==> src/rtl/fetch_control.sv <==
// Instruction-fetch sequencer: HALTED -> FETCH1 -> FETCH2 (MEM_WAIT) -> FETCH3 -> PAUSE.
// Ports: Clk, Reset (sync, active-high), Run, Continue in; datapath gates/loads,
//        memory strobes (active-low), Fetch_Done and Paused out. Moore outputs only.
module fetch_control #(
    parameter int unsigned MEM_WAIT = 2
) (
    input  logic Clk,
    input  logic Reset,
    input  logic Run,
    input  logic Continue,
    output logic GATEPC,
    output logic GATEMDR,
    output logic LD_MAR,
    output logic LD_MDR,
    output logic LD_IR,
    output logic LD_PC,
    output logic PCMUX_EN,
    output logic MIO_EN,
    output logic Mem_CE_N,
    output logic Mem_OE_N,
    output logic Mem_WE_N,
    output logic Fetch_Done,
    output logic Paused
);

    typedef enum logic [2:0] {
        HALTED,
        FETCH1,
        FETCH2,
        FETCH3,
        PAUSE1,
        PAUSE2
    } state_t;

    localparam logic [3:0] LAST_WAIT = 4'(MEM_WAIT - 1);

    state_t     state_q, state_d;
    logic [3:0] cnt_q, cnt_d;

    always_ff @(posedge Clk) begin
        if (Reset) begin
            state_q <= HALTED;
            cnt_q   <= '0;
        end else begin
            state_q <= state_d;
            cnt_q   <= cnt_d;
        end
    end

    always_comb begin
        state_d = state_q;
        cnt_d   = cnt_q;
        case (state_q)
            HALTED: if (Run) state_d = FETCH1;
            FETCH1: begin
                state_d = FETCH2;
                cnt_d   = '0;
            end
            FETCH2: begin
                // Counter holds at LAST_WAIT on exit, so it never wraps.
                if (cnt_q == LAST_WAIT) state_d = FETCH3;
                else                    cnt_d   = cnt_q + 4'd1;
            end
            FETCH3: state_d = PAUSE1;
            PAUSE1: begin
                if (!Run)          state_d = HALTED;
                else if (Continue) state_d = PAUSE2;
            end
            // Wait for Continue release so one press gives one fetch.
            PAUSE2: if (!Continue) state_d = FETCH1;
            default: state_d = HALTED;
        endcase
    end

    always_comb begin
        GATEPC     = 1'b0;
        GATEMDR    = 1'b0;
        LD_MAR     = 1'b0;
        LD_MDR     = 1'b0;
        LD_IR      = 1'b0;
        LD_PC      = 1'b0;
        PCMUX_EN   = 1'b0;
        MIO_EN     = 1'b0;
        Mem_CE_N   = 1'b1;
        Mem_OE_N   = 1'b1;
        Mem_WE_N   = 1'b1;
        Fetch_Done = 1'b0;
        Paused     = 1'b0;
        case (state_q)
            FETCH1: begin
                GATEPC   = 1'b1;
                LD_MAR   = 1'b1;
                PCMUX_EN = 1'b1;
                LD_PC    = 1'b1;
            end
            FETCH2: begin
                Mem_CE_N = 1'b0;
                Mem_OE_N = 1'b0;
                MIO_EN   = 1'b1;
                LD_MDR   = (cnt_q == LAST_WAIT);
            end
            FETCH3: begin
                GATEMDR    = 1'b1;
                LD_IR      = 1'b1;
                Fetch_Done = 1'b1;
            end
            PAUSE1, PAUSE2: Paused = 1'b1;
            default: ;
        endcase
    end

endmodule

==> config.mk <==
export PLATFORM = sky130hd
export DESIGN_NAME = fetch_control
export DESIGN_NICKNAME = d
export VERILOG_FILES = /design/src/rtl/fetch_control.sv
export SDC_FILE = /design/constraint.sdc
export NUM_CORES = 1
export LEC_CHECK = 0
export ABC_AREA = 1
export BUFFER_PORTS_ARGS = -buffer_cell sky130_fd_sc_hd__buf_4
export CAP_MARGIN = 20
export CORE_AREA = 2 2 39 41
export CTS_BUF_LIST = sky130_fd_sc_hd__clkbuf_4 sky130_fd_sc_hd__clkbuf_8
export DETAILED_ROUTE_END_ITERATION = 7
export DIE_AREA = 0 0 41 43
export PLACE_DENSITY = 0.67
export SYNTH_ARGS = -nofsm -noshare
export SYNTH_HDL_FRONTEND = slang
export SYNTH_SLANG_ARGS = --single-unit
==> constraint.sdc <==
create_clock -name Clk -period 2.7 [get_ports Clk]
set_input_delay 0.54 -clock Clk [delete_from_list [all_inputs] [get_ports Clk]]
set_output_delay 0.54 -clock Clk [all_outputs]
set_load 0.05 [all_outputs]
==> impl_metrics.ini, run 1 <==
[status]
status = completed

[cells_and_area]
drive_above_1_share_pct = 37.6
fin_util_pct = 48.0
syn_to_final_growth_pct = 19.9
fin_area_sq_um = 664
fin_cells = 109
diodes = 0
fin_nets = 100

[timing]
rsz0062_at_grt = no
clock_skew_ns = 0.000694
fin_crit_sh_pct = 69.2
setup_viol = 0
fin_crit_ns = 1.87
setup_tns_ns = 0
hold_viol = 0
clock.fmax_mhz = 535
slew_viol_final = 0

[floorplan]
die_h_um = 43
die_w_um = 41
start_util_pct = 40.1
core-area_sq_mm = 0.00138
dieArea_sq_mm = 0.00176
rows = 14
io_pins = 17

[power]
power_w = 0.000900
power.leakage_nw = 0.322
vdd_drop_max_v = 0.000502
power_density_mw_per_mm2 = 1350

[drt]
num_vias = 510
dr.pass1.iters = 3
ant_nets = 0
viasPerCell = 4.68
avgRoutedWirePerCell_um = 9.17
drtIter0Drc = 6
drc = 0
wirelength_um = 1000

[worst_setup_path]
cp-end-kind = primary output
critPathMaxFanout = 7
cp_top_family = buffers and inverters
arrival_ns = 1.33
critPathLaunchType = flop
crit_chain = inv_2 > nand2_4 > nor2_4 > inv_4 > nor2_1 > buf_4
setup.worst_path.class = flop to primary output
max_stage_delay_ns = 0.34
required_ns = 2.16
crit_buf_inv = 3
cp_slowest_cell = dfxtp_1

[clocking]
cts_tree = done
cts_max_level = 1
clk_pin_slew_ns = 0.05
clock_path_buffers = 2
cts_inserted_buffers = 3
postCtsResizedCells = 0
cts_hold_buf = 0
cts_setup_buffers = 0
cts_root_buffer = clkbuf_4
cts.sinks = 7
clk_latency_ns = 0.26

[yosys]
synth.largest_area_cell = dfxtp_1
synthesis.area_sq_um = 554
syn_inst = 81
synth_cell_types = 22
yosysWarnings = 0
ys_ff_latch = 7
syn-num-nets = 87
yosys.area.top_type_share_pct = 25.3
ys_seq_area_share_pct = 25.3
syn_area_per_cell_sq_um = 6.84
ys_top_cells_by_area = dfxtp_1 (25%), nor2_1 (12%), buf_4 (9.5%)

[place]
gp_congestion = 0.807
place_area_sq_um = 634
dp_cells = 105
io_buffer_count = 15
dp_hpwl_um = 808

[worst_hold_path]
hold_path.class = input port to flop

[global_routing]
overflow = 0
grt_pass1_wl_um = 1710
antenna_found_initial = 0
grt_util_all_layers_pct = 14.1
grt_pass1_vias = 419
grt_max_degree = 8

[flow_run]
drv_cap = 0
## worst reg2reg max path, stage by stage (launching register included)
cell and delay [ns]:
dfxtp_1 0.40, inv_1 0.06, ha_1 0.18, nand2_1 0.12, nand2_4 0.10, nand2_4 0.10, o21a_1 0.12, nor2_1 0.04
## report_power, final
group / internal, W / switching (W)
sequential: 0.000139 / 0.0000561
combinational: 0.000181 / 0.000416
clock: 0.0000666 / 0.0000410
total: 0.000387 / 0.000513
## registers in the layout, summed over array words and instances (netlist names)
signal and cells:
cnt_q 4, state_q 3
## final cells by class
cell class	instances	area [sq um]
Tap cell	16	20.0
Inverter	10	40.0
Fill cell	127	719
Sequential cell	7	140
Multi-Input combinational cell	57	322
Timing Repair Buffer	15	113
Clock buffer	4	30.0
## routing by layer
layer	global-route usage, %	part of all wire, %	wire, um
met5	0	0	0
met4	8.00	2.3	23
met3	1.57	5.7	57
met2	20.3	44	442
met1	19.4	48	476
## synthesized netlist by cell type, drive strengths merged
cell   count
o21ai      3
buf        7
nand3      8
conb       1
a21oi      4
xnor2      1
nand2     14
dfxtp      7
ha         2
nor2      21
o21a       2
inv       10
nand4      1
## cell families after synthesis
group	after synthesis	synth area share, %
other	1	0.677
AO/OA/AOI/OAI	9	9.70
buffers and inverters	17	16.7
flip-flops	7	25.3
XOR/XNOR	1	1.58
adder cells (fa/ha/maj)	2	4.51
AND/OR/NAND/NOR	44	41.5
## path summary, 6_finish.rpt
check	from	end	slack [ns]	cells past startpoint
worst max register to register	cnt_q[1]$_SDFFE_PP0P_	cnt_q[1]$_SDFFE_PP0P_	1.48	7
worst min register to register	cnt_q[3]$_SDFFE_PP0P_	cnt_q[3]$_SDFFE_PP0P_	0.52	2
worst min-delay path	Reset	cnt_q[2]$_SDFFE_PP0P_	0.46	2
worst max-delay path	state_q[2]$_SDFFE_PP0P_	LD_MDR	0.83	6
## through the flow
stage,setup WS (ns),hold WS [ns]
CTS,0.816,0.459
finish,0.832,0.456
floorplan,0.451,0.478
global placement,1.10,0.512
global route,0.734,0.462
detailed placement,1.10,0.517
## cells in the final DEF, fill, tap and decap left out, types with 2 or more instances in the layout
cell type	n
a21oi_1	3
buf_4	15
clkbuf_4	4
dfxtp_1	7
ha_1	2
inv_1	6
inv_2	3
nand2_1	9
nand2_2	2
nand2_4	3
nand3_1	6
nand3_2	2
nor2_1	17
nor2_2	3
o21a_1	2
o21ai_1	2
No activity file was read; power rests on OpenSTA's default activity.
==> run 2: changes to the inputs <==
Settings changed: PLACE_DENSITY 0.67 to 0.7.
Clock period 2.7 ns to 1.59 ns, I/O delays scaled along.
==> run 2 against run 1 <==
Effect of this change:
- first-iteration DRC count is 67% higher
- via count is 5.1% higher
- sequential power is 63% higher
- routed wire length is 9.7% higher
- clock power is 69% higher
- global-route usage is 0.40 points higher
- total power is 85% higher
- critical endpoint unchanged
- largest cell class unchanged
- largest power group unchanged
==> impl_metrics.ini, run 2 (synthesized netlist as in run 1, its figures left out) <==
[cells_and_area]
reg.largest.list = cnt_q x4, state_q x3
syn_to_final_growth_pct = 30.9
layout_common_cells = buf_4 (19), nor2_1 (16), nand2_1 (9)
register_area_sq_um = 144
largest_register_ffs = 4
mostFrequentLayoutCell = buf_4
regMostFlops = cnt_q
nFillCells = 132
diodes = 0
fin_nets = 105
fin_util_pct = 52.4
drive_above_1_share_pct = 45.9
multi_input_area_sq_um = 334

[drt]
viasPerCell = 4.70
dr.pass1.iters = 4
avgRoutedWirePerCell_um = 9.62
drc = 0
num_vias = 536
drtIter0Drc = 10
ant_nets = 0
wirelength_um = 1100

[worst_setup_path]
cp_slowest_cell = dfxtp_2
critPathMaxFanout = 7
cpMostUsedCell = nor2_4
crit_chain = inv_2 > nand2_4 > nor2_4 > inv_4 > nor2_4 > buf_6
setup.worst_path.class = flop to primary output
max_stage_delay_ns = 0.34
arrival_ns = 1.20
cp-end-kind = primary output
critPathLaunchType = flop
required_ns = 1.27

[status]
status = completed

[floorplan]
start_util_pct = 40.1
io_pins = 17
core-area_sq_mm = 0.00138
die_h_um = 43
dieArea_sq_mm = 0.00176
rows = 14
die_w_um = 41

[timing]
rsz0062_at_grt = no
hold_viol = 0
fin_crit_sh_pct = 95.7
slew_viol_final = 0
clock.fmax_mhz = 657
setup_viol = 0
clock_skew_ns = 0.0102
fin_crit_ns = 1.52
setup_tns_ns = 0

[clocking]
cts_hold_buf = 0
cts_max_level = 1
clk_latency_ns = 0.26
cts_tree = done
clock_path_buffers = 2
cts_root_buffer = clkbuf_4
cts.sinks = 7
cts_inserted_buffers = 3
clk_pin_slew_ns = 0.06

[worst_hold_path]
hold_path.class = input port to flop

[global_routing]
grt_pass1_vias = 447
grt_max_degree = 8
antenna_found_initial = 0
grt_pass1_wl_um = 1750
overflow = 0
grt_util_all_layers_pct = 14.5

[place]
io_buffer_count = 15
gp_congestion = 0.743
dp_hpwl_um = 849

[power]
power.leakage_nw = 0.340
pwr-share-clk_pct = 11.0
power_switching_share_pct = 55.3
power_density_mw_per_mm2 = 2290
p_int_w = 0.000742
pwr-share-seq_pct = 19.1
switchingPower_w = 0.000919
vdd_drop_max_v = 0.000683
combPwrFrac_pct = 69.9

[flow_run]
drv_cap = 0
## run 2: changes by cell type in the layout (fill, tap and decap cells not counted), moves of 2 or more
cell and change:
dfxtp_1 -3, buf_4 +4, nor2_4 +2, dfxtp_2 +3
## run 2: power groups by stage
| stage | Clock (W) | Sequential [W] | Combinational [W] |
|---|---|---|---|
| 6_report | 0.000183 | 0.000317 | 0.00116 |
| 5_1_grt | 0.000200 | 0.000324 | 0.00126 |
| 4_1_cts | 0.000186 | 0.000307 | 0.00115 |
| 3_5_place_dp | 0 | 0.000310 | 0.00113 |
| 3_3_place_gp | 0 | 0.000309 | 0.00113 |
| 2_1_floorplan | 0 | 0.000317 | 0.000896 |
## run 2: timing repair
action                                  4_1_cts  5_1_grt
setup buffers                                 1        1
pin swaps                                     1        1
resized for setup                             1        3
endpoints found under the setup margin        1       10
## run 2: worst max-delay path: cells and delay by family, from the launching register on
kind | cells | cell delay [ns]
flops | 1 | 0.34
simple gates | 3 | 0.28
buf+inv | 3 | 0.33
## run 2: layer usage
metal  part of all wire, %  vias to the layer above  track usage, %  wire, um
met4                   1.4                        0            6.00        15
met1                    49                      232            18.8       537
li1                      -                      288               -         -
met2                    44                       12            21.3       487
met3                   5.1                        4            4.71        56
met5                     0                        -               0         0
## run 2: stage by stage
step                      hold slack [ns]  setup slack (ns)  instances  instance area (sq um)  power [W]
final                               0.243            0.0678        114                    726    0.00166
after global routing                0.239           0.00326        114                    726    0.00178
after CTS                           0.243            0.0146        113                    714    0.00164
after detailed placement            0.511             0.232        108                    673    0.00144
after global placement              0.510             0.265        108                    673    0.00144
after floorplan                     0.380           -0.0635         81                    571    0.00121
## run 2: area by class of cell
class                   instances  area share [%]
multi-input cells              57            46.0
repair buffers                 20            21.2
flip-flops and latches          7            19.8
inverters                      10            6.03
clock buffers                   4            4.14
well taps                      16            2.76
## run 2: final timing paths
check / start / end / slack, ns / cells after the start
worst min-delay path: Reset / cnt_q[2]$_SDFFE_PP0P_ / 0.24 / 2
worst min register to register: cnt_q[3]$_SDFFE_PP0P_ / cnt_q[3]$_SDFFE_PP0P_ / 0.51 / 2
worst max register to register: state_q[2]$_SDFFE_PP0P_ / cnt_q[0]$_SDFFE_PP0P_ / 0.38 / 8
worst max-delay path: state_q[2]$_SDFFE_PP0P_ / LD_MDR / 0.07 / 6
==> run 3: changes to the inputs <==
Settings changed: CORE_AREA 2 2 39 41 to 2 2 41 43, DIE_AREA 0 0 41 43 to 0 0 43 45, PLACE_DENSITY 0.7 to unset.
Clock period 1.59 ns to 1.95 ns, I/O delays scaled along.
==> run 3 against run 2 <==
Effect of this change:
- hold slack better by 0.080 ns
- sequential cell count unchanged
- core utilization down 7.1 points
- largest power group unchanged
==> impl_metrics.ini, run 3 (synthesized netlist as in run 1, its figures left out) <==
[worst_setup_path]
critPathLaunchType = flop
cp-end-kind = primary output
critPathMaxFanout = 7
cp_slowest_cell = dfxtp_1
arrival_ns = 1.32
setup.worst_path.class = flop to primary output
required_ns = 1.56
crit_chain = inv_2 > nand2_4 > nor2_4 > inv_4 > nor2_2 > buf_4
max_stage_delay_ns = 0.35

[cells_and_area]
largest_register_ffs = 4
fin_util_pct = 45.3
drive_above_1_share_pct = 38.7
diodes = 0
layout_common_cells = nor2_1 (16), buf_4 (15), nand2_1 (9)
mostFrequentLayoutCell = nor2_1
regMostFlops = cnt_q
fin_nets = 100
syn_to_final_growth_pct = 20.3
nFillCells = 171
fin_cells = 109
register_area_sq_um = 140
reg.largest.list = cnt_q x4, state_q x3
multi_input_area_sq_um = 324

[drt]
avgRoutedWirePerCell_um = 8.86
num_vias = 484
viasPerCell = 4.44
wirelength_um = 966
drc = 0
dr.pass1.iters = 4
drtIter0Drc = 5
ant_nets = 0

[status]
status = completed

[global_routing]
grt_pass1_vias = 391
antenna_found_initial = 0
grt_pass1_wl_um = 1610
overflow = 0
grt_util_all_layers_pct = 11.0
grt_max_degree = 8

[place]
post-place-ws_ns = 0.512
dp_hpwl_um = 787
gp_congestion = 0.765
dp_cells = 105
io_buffer_count = 15

[floorplan]
dieArea_sq_mm = 0.00194
core-area_sq_mm = 0.00147
die_h_um = 45
io_pins = 17
start_util_pct = 37.7
rows = 14
die_w_um = 43

[timing]
setup_viol = 0
fin_crit_sh_pct = 87.5
setup_tns_ns = 0
hold_viol = 0
clock.fmax_mhz = 586
rsz0062_at_grt = no
setup_ws_ns = 0.245
slew_viol_final = 0
clock_skew_ns = 0.00154
fin_crit_ns = 1.71

[clocking]
postCtsResizedCells = 0
clock_path_buffers = 2
cts.sinks = 7
cts_root_buffer = clkbuf_4
clk_latency_ns = 0.25
cts_inserted_buffers = 3
cts_setup_buffers = 0
cts_max_level = 1
cts_tree = done
cts_hold_buf = 0
clk_pin_slew_ns = 0.05

[power]
power_density_mw_per_mm2 = 1860
switchingPower_w = 0.000705
combPwrFrac_pct = 66.7
power_switching_share_pct = 56.8
vdd_drop_max_v = 0.000632
power.leakage_nw = 0.322
pwr-share-clk_pct = 11.7
pwr-share-seq_pct = 21.7
p_int_w = 0.000536

[flow_run]
drv_cap = 0

[worst_hold_path]
hold_path.class = input port to flop
-- run 3: cell count changes in the layout (fill, tap and decap cells not counted) --
cell	delta
buf_4	-4
dfxtp_1	+3
dfxtp_2	-3
nor2_2	+2
nor2_4	-2
buf_6	-1
clkinvlp_4	-1
inv_1	+1
-- run 3: cell type report --
type | count | share of cell area [%]
clock buffers | 4 | 4.50
inverters | 10 | 6.00
repair buffers | 15 | 16.9
well taps | 16 | 3.00
flip-flops and latches | 7 | 21.0
multi-input cells | 57 | 48.6
-- run 3: final timing paths --
kind	from	endpoint	slack (ns)	depth (start not counted)
min	Reset	cnt_q[2]$_SDFFE_PP0P_	0.32	2
min reg2reg	cnt_q[3]$_SDFFE_PP0P_	cnt_q[3]$_SDFFE_PP0P_	0.50	2
max reg2reg	cnt_q[1]$_SDFFE_PP0P_	cnt_q[1]$_SDFFE_PP0P_	0.74	7
max	state_q[2]$_SDFFE_PP0P_	LD_MDR	0.24	6
-- run 3: layer usage --
layer | vias to the layer above | track usage, % | part of all wire [%]
met5 | - | 0 | 0
met3 | 2 | 2.80 | 6.3
li1 | 269 | - | -
met4 | 0 | 3.64 | 0.83
met1 | 201 | 15.4 | 49
met2 | 12 | 16.7 | 44
-- run 3: critical path: cells and delay by family (launching register included) --
family / cells / cell delay (ns)
AND/OR/NAND/NOR: 3 / 0.33
buffers and inverters: 3 / 0.39
flip-flops: 1 / 0.35
-- run 3: power by group through the flow --
stage / registers (W) / logic [W] / clock network [W]
after floorplan: 0.000259 / 0.000709 / 0
after global placement: 0.000272 / 0.000834 / 0
after detailed placement: 0.000273 / 0.000831 / 0
after CTS: 0.000269 / 0.000834 / 0.000150
after global routing: 0.000282 / 0.000896 / 0.000156
final: 0.000269 / 0.000827 / 0.000145
-- run 3: stage by stage --
step / instance area (sq um) / hold slack (ns) / total power (W)
final: 667 / 0.323 / 0.00124
after CTS: 667 / 0.316 / 0.00125
after detailed placement: 637 / 0.502 / 0.00110
after floorplan: 557 / 0.452 / 0.000968
after global placement: 637 / 0.508 / 0.00111
after global routing: 667 / 0.316 / 0.00133
